### src/rtl/sram_loader.sv
// sram_loader: packs a big-endian byte stream into 16-bit instruction words
// and writes them to asynchronous SRAM at consecutive addresses, stopping
// after the end word (bits [15:12] = 0000) or when the address space runs out.
module sram_loader #(
  // Cycles SRAM_WE is held low per write; legal range 1..8.
  parameter int unsigned WE_CYCLES = 2,
  parameter logic [17:0] BASE_ADDR = 18'h00000
) (
  input  logic        i_clk,
  input  logic        i_rst_n,
  input  logic        i_start,
  input  logic [7:0]  i_in_data,
  input  logic        i_in_valid,
  output logic        o_in_ready,
  output logic        o_sram_we,
  output logic        o_sram_ce,
  output logic        o_sram_oe,
  output logic        o_sram_lb,
  output logic        o_sram_ub,
  output logic [17:0] o_sram_a,
  output logic [15:0] o_sram_dq_out,
  output logic        o_sram_dq_en,
  output logic        o_busy,
  output logic        o_done,
  output logic        o_overflow,
  output logic [17:0] o_word_count
);

  typedef enum logic [2:0] {
    S_IDLE,
    S_WAIT_HI,
    S_WAIT_LO,
    S_SETUP,
    S_STROBE,
    S_HOLD,
    S_DONE
  } state_t;

  localparam int unsigned CNT_W = 3;
  localparam logic [CNT_W-1:0] STROBE_LAST = CNT_W'(WE_CYCLES - 1);
  localparam logic [17:0] LAST_ADDR = 18'h3FFFF;

  state_t           r_state;
  state_t           w_next_state;
  logic [CNT_W-1:0] r_strobe_cnt;
  logic [CNT_W-1:0] w_next_strobe_cnt;
  logic [17:0]      r_sram_a;
  logic [17:0]      w_next_sram_a;
  logic [15:0]      r_sram_dq_out;
  logic [15:0]      w_next_sram_dq_out;
  logic [17:0]      r_word_count;
  logic [17:0]      w_next_word_count;
  logic             r_busy;
  logic             w_next_busy;
  logic             r_done;
  logic             w_next_done;
  logic             r_overflow;
  logic             w_next_overflow;
  logic             r_sram_we;
  logic             r_sram_ce;
  logic             r_sram_oe;
  logic             r_sram_lb;
  logic             r_sram_ub;
  logic             r_sram_dq_en;
  logic             w_in_ready;
  logic             w_bus_active;

  // Ready is a pure state decode so the upstream valid never loops back into it.
  assign w_in_ready = (r_state == S_WAIT_HI) || (r_state == S_WAIT_LO);

  // The SRAM owns the bus for the whole SETUP..HOLD window of the coming cycle.
  assign w_bus_active = (w_next_state == S_SETUP) || (w_next_state == S_STROBE) ||
                        (w_next_state == S_HOLD);

  // Next-state and datapath decode for the load sequencer.
  always_comb begin
    // NOTE: every signal gets a default first, so no path leaves one unassigned and no latch is inferred.
    w_next_state       = r_state;
    w_next_strobe_cnt  = r_strobe_cnt;
    w_next_sram_a      = r_sram_a;
    w_next_sram_dq_out = r_sram_dq_out;
    w_next_word_count  = r_word_count;
    w_next_busy        = r_busy;
    w_next_done        = r_done;
    w_next_overflow    = r_overflow;

    case (r_state)
      S_IDLE, S_DONE: begin
        if (i_start) begin
          w_next_sram_a     = BASE_ADDR;
          w_next_word_count = '0;
          w_next_done       = 1'b0;
          w_next_overflow   = 1'b0;
          w_next_busy       = 1'b1;
          w_next_state      = S_WAIT_HI;
        end
      end
      S_WAIT_HI: begin
        if (i_in_valid && w_in_ready) begin
          w_next_sram_dq_out[15:8] = i_in_data;
          w_next_state             = S_WAIT_LO;
        end
      end
      S_WAIT_LO: begin
        if (i_in_valid && w_in_ready) begin
          w_next_sram_dq_out[7:0] = i_in_data;
          w_next_state            = S_SETUP;
        end
      end
      S_SETUP: begin
        w_next_strobe_cnt = '0;
        w_next_state      = S_STROBE;
      end
      S_STROBE: begin
        if (r_strobe_cnt == STROBE_LAST) begin
          w_next_state = S_HOLD;
        end else begin
          w_next_strobe_cnt = r_strobe_cnt + 1'b1;
        end
      end
      S_HOLD: begin
        // Address wraps naturally from 3FFFF to 0 in 18 bits.
        w_next_word_count = r_word_count + 18'd1;
        w_next_sram_a     = r_sram_a + 18'd1;
        if (r_sram_dq_out[15:12] == 4'h0) begin
          w_next_busy  = 1'b0;
          w_next_done  = 1'b1;
          w_next_state = S_DONE;
        end else if (r_sram_a == LAST_ADDR) begin
          w_next_busy     = 1'b0;
          w_next_done     = 1'b1;
          w_next_overflow = 1'b1;
          w_next_state    = S_DONE;
        end else begin
          w_next_state = S_WAIT_HI;
        end
      end
      default: begin
        w_next_state = S_IDLE;
      end
    endcase
  end

  // State, datapath and registered SRAM strobes; strobes decode the next state
  // so they line up exactly with the state they belong to.
  always_ff @(posedge i_clk or negedge i_rst_n) begin
    if (!i_rst_n) begin
      r_state       <= S_IDLE;
      r_strobe_cnt  <= '0;
      r_sram_a      <= BASE_ADDR;
      r_sram_dq_out <= '0;
      r_word_count  <= '0;
      r_busy        <= 1'b0;
      r_done        <= 1'b0;
      r_overflow    <= 1'b0;
      r_sram_we     <= 1'b1;
      r_sram_ce     <= 1'b1;
      r_sram_oe     <= 1'b1;
      r_sram_lb     <= 1'b1;
      r_sram_ub     <= 1'b1;
      r_sram_dq_en  <= 1'b0;
    end else begin
      // NOTE: non-blocking assignments so every register samples pre-edge values.
      r_state       <= w_next_state;
      r_strobe_cnt  <= w_next_strobe_cnt;
      r_sram_a      <= w_next_sram_a;
      r_sram_dq_out <= w_next_sram_dq_out;
      r_word_count  <= w_next_word_count;
      r_busy        <= w_next_busy;
      r_done        <= w_next_done;
      r_overflow    <= w_next_overflow;
      r_sram_we     <= (w_next_state != S_STROBE);
      r_sram_ce     <= !w_bus_active;
      r_sram_oe     <= 1'b1;
      r_sram_lb     <= !w_bus_active;
      r_sram_ub     <= !w_bus_active;
      r_sram_dq_en  <= w_bus_active;
    end
  end

  assign o_in_ready    = w_in_ready;
  assign o_sram_we     = r_sram_we;
  assign o_sram_ce     = r_sram_ce;
  assign o_sram_oe     = r_sram_oe;
  assign o_sram_lb     = r_sram_lb;
  assign o_sram_ub     = r_sram_ub;
  assign o_sram_a      = r_sram_a;
  assign o_sram_dq_out = r_sram_dq_out;
  assign o_sram_dq_en  = r_sram_dq_en;
  assign o_busy        = r_busy;
  assign o_done        = r_done;
  assign o_overflow    = r_overflow;
  assign o_word_count  = r_word_count;

endmodule

### config.mk
export PLATFORM = sky130hd
export DESIGN_NAME = sram_loader
export DESIGN_NICKNAME = d
export VERILOG_FILES = /design/src/rtl/sram_loader.sv
export SDC_FILE = /design/constraint.sdc
export NUM_CORES = 1
export LEC_CHECK = 0
export BUFFER_PORTS_ARGS = -buffer_cell sky130_fd_sc_hd__buf_2
export CORE_MARGIN = 2
export CORE_UTILIZATION = 50
export CTS_BUF_LIST = sky130_fd_sc_hd__clkbuf_4
export DETAILED_ROUTE_END_ITERATION = 10
export PLACE_DENSITY = 0.85
export SYNTH_ARGS = -nofsm -noshare
export SYNTH_HDL_FRONTEND = slang
export SYNTH_SLANG_ARGS = --single-unit
### constraint.sdc
create_clock -name i_clk -period 3.9 [get_ports i_clk]
set_clock_uncertainty 0.05 [all_clocks]
set_input_delay 0.39 -clock i_clk [delete_from_list [all_inputs] [get_ports i_clk]]
set_output_delay 0.39 -clock i_clk [all_outputs]
set_load 0.1 [all_outputs]
==> impl_metrics.yaml <==
final_layout:
  nNetsFinal: 375
  drive_gt1_share_pct: 31.0
  stdcell_count: 439
  layout.area.seq_mm2: 0.00160
  multi_input_area_mm2: 0.00139
  diodes: 0
  nFillCells: 522
  syn_to_final_growth_pct: 16.2
sta:
  min_period_ns: 2.40
  timing.final.crit_share_pct: 61.6
  relSlewSlack_pct: 34.0
  fin_tns_setup_ns: 0
  setup_viol: 0
  fmax_mhz: 416
  tightest_slew_ns: 0.990
  hold_ws_ns: 0.0759
  rsz0062_at_grt: "false"
  finalHoldViolCount: 0
  slew_viol_final: 0
grt:
  grt_pass1_vias: 2263
  grt_antenna_before_repair: 0
  grt_overflow: 0
  grt_max_degree: 46
  grt_first_pass_wirelength_mm: 10.6
  grtUsageTotal_pct: 20.8
clocking:
  clkTransAtPathRegs_ns: 0.11
  cts_hold_buf: 0
  cts_tree: "done"
  cts_max_path_buffers: 2
  post_cts.repair.setup_buffers: 0
  cts_buffers: 9
  h-tree-depth: 3
  cts_resized: 0
  clkLatencyLatePin_ns: 0.42
  clockRootBuffer: "clkbuf_4"
  clock-sinks: 64
die:
  die_y_um: 82.7
  die-area_mm2: 0.00685
  fp.dieW_um: 82.7
  io-pin-count: 74
  core_area_mm2: 0.00596
  start_util_pct: 52.1
  fp-row-count: 28
setup_path:
  crit_fanout: 18
  startpoint_type: "flop"
  required_ns: 4.14
  cp.arrival_ns: 2.64
  path_class: "flop to flop"
  endpoint_kind: "flop"
synth:
  synth_ff_type: "dfrtp_1"
  yosys.area.top_type: "dfrtp_1"
  postSynth.asyncResetShare_pct: 100
  synth_area_leaders: "dfrtp_1 (50%), mux2_2 (5.8%), nand2_1 (3.9%), o21ai_0 (3.6%), mux2i_1 (3.2%)"
  yosysSeqAreaShare_pct: 51.7
  synth_seq_cells: 64
  synthCells: 291
  synth-edff-count: 0
  netlist_area_mm2: 0.00310
  ys.warnings.count: 0
  yosys.area.top_type_share_pct: 50.0
  synth_fp_nets: 307
  avgSynthCellArea_um2: 10.7
  yosysMostFrequentCell: "dfrtp_1"
  synth_cell_types: 49
  yosys-top-cells-count: "dfrtp_1 (62), nand2_1 (32), o21ai_0 (22)"
place:
  gp_congestion: 0.816
  dp_cells: 423
  hpwl_mm: 4.66
  io_buffers: 72
power_and_ir_drop:
  p_int_mw: 1.27
  pwr-share-comb_pct: 52.0
  leakagePower_nw: 1.75
  pwr-share-seq_pct: 32.7
  power_density_mw_per_mm2: 795
  p_sw_mw: 1.59
  peakVddDrop_mv: 0.915
  clkPwrFrac_pct: 15.3
  switching_share_pct: 55.5
hold_path:
  hp-class: "input pin to asynchronous set/reset pin"
status:
  run_status: "complete, no violations"
drt:
  vias_per_cell: 5.72
  wl_mm: 6.67
  vias: 2510
  post_drt_wl_per_cell_um: 15.2
  firstDrtPassIters: 5
  route.detailed.drc: 0
  drt_iter0_markers: 105
  antenna_left: 0
run:
  maxCapViolCount: 0
## logic make-up after synthesis
kind of cell	count (synthesis)	share of synthesized area (%)
muxes	26	9.04
and+or+nand+nor	106	19.2
buffers and inverters	21	3.47
AOI/OAI and AO/OA	64	13.4
xor gates and xnor gates	5	1.41
DFF	64	51.7
other	1	0.121
adders and majority gates	4	1.61
## metal layers
metal,part of all wire (%),GRT usage [%]
met5,0,0
met4,1.7,11.6
met3,4.6,3.91
met2,48,32.6
met1,45,27.3
## state kept, by name (all words and copies together) (netlist names)
register / count
o_sram_ub: 1
o_sram_a: 18
r_state: 3
o_overflow: 1
o_word_count: 18
o_done: 1
o_sram_dq_out: 16
o_sram_dq_en: 1
o_sram_we: 1
r_strobe_cnt: 3
o_busy: 1
## layout by cell type, fill, tap and decap left out, types with 10 or more instances in the layout
cell,Yosys,routed
buf_2,5,72
dfrtp_1,62,62
nand2_1,32,32
o21ai_0,22,22
mux2_2,16,16
nor2_1,15,15
nand4_1,12,12
nand3_1,12,12
clkbuf_4,0,11
mux2i_1,10,10
## final cells by class
type	count	area share [%]
Inverter	5	0.521
Timing Repair Buffer	73	10.2
Clock inverter	5	1.32
Multi-Input combinational cell	206	38.5
Tap cell	75	2.60
Clock buffer	11	2.29
Sequential cell	64	44.5
## path summary, 6_finish.rpt
| path | slack [ns] | depth (start not counted) | from | end |
|---|---|---|---|---|
| min in group i_clk | 0.16 | 2 | i_in_data[6] | o_sram_dq_out[6] |
| worst min-delay path | 0.08 | 1 | i_rst_n | o_sram_dq_out[2] |
| worst max register to register | 1.50 | 4 | r_state[2] | o_word_count[13] |
| worst max-delay path | 1.50 | 4 | r_state[2] | o_word_count[13] |
| worst min register to register | 0.43 | 2 | o_done | o_done |
| max in group asynchronous | 2.88 | 2 | i_rst_n | o_word_count[10] |
## power by group through the flow
stage,registers [mW],clock network (mW),logic [mW]
2_1_floorplan,1.72,0,0.503
3_3_place_gp,0.936,0,1.48
3_5_place_dp,0.950,0,1.50
4_1_cts,0.939,0.445,1.50
5_1_grt,0.964,0.466,1.55
6_report,0.937,0.438,1.49
## worst max-delay path, cell delays in order, from the launching register on
cell and delay (ns):
dfrtp_1 0.77, and3b_1 0.65, nand3_2 0.33, o311ai_1 0.36
o41ai_1 0.12
## through the flow
step                setup slack (ns)  util, %  power [mW]  cell area (um^2)
detailed placement              1.55     58.3        2.45              3470
finish                          1.50     60.5        2.86              3600
floorplan                       1.28        -        2.22              3100
global placement                1.63     58.3        2.41              3470
CTS                             1.52     60.5        2.88              3600
global route                    1.31     60.5        2.98              3600
Power figures use the tool's default switching activity.
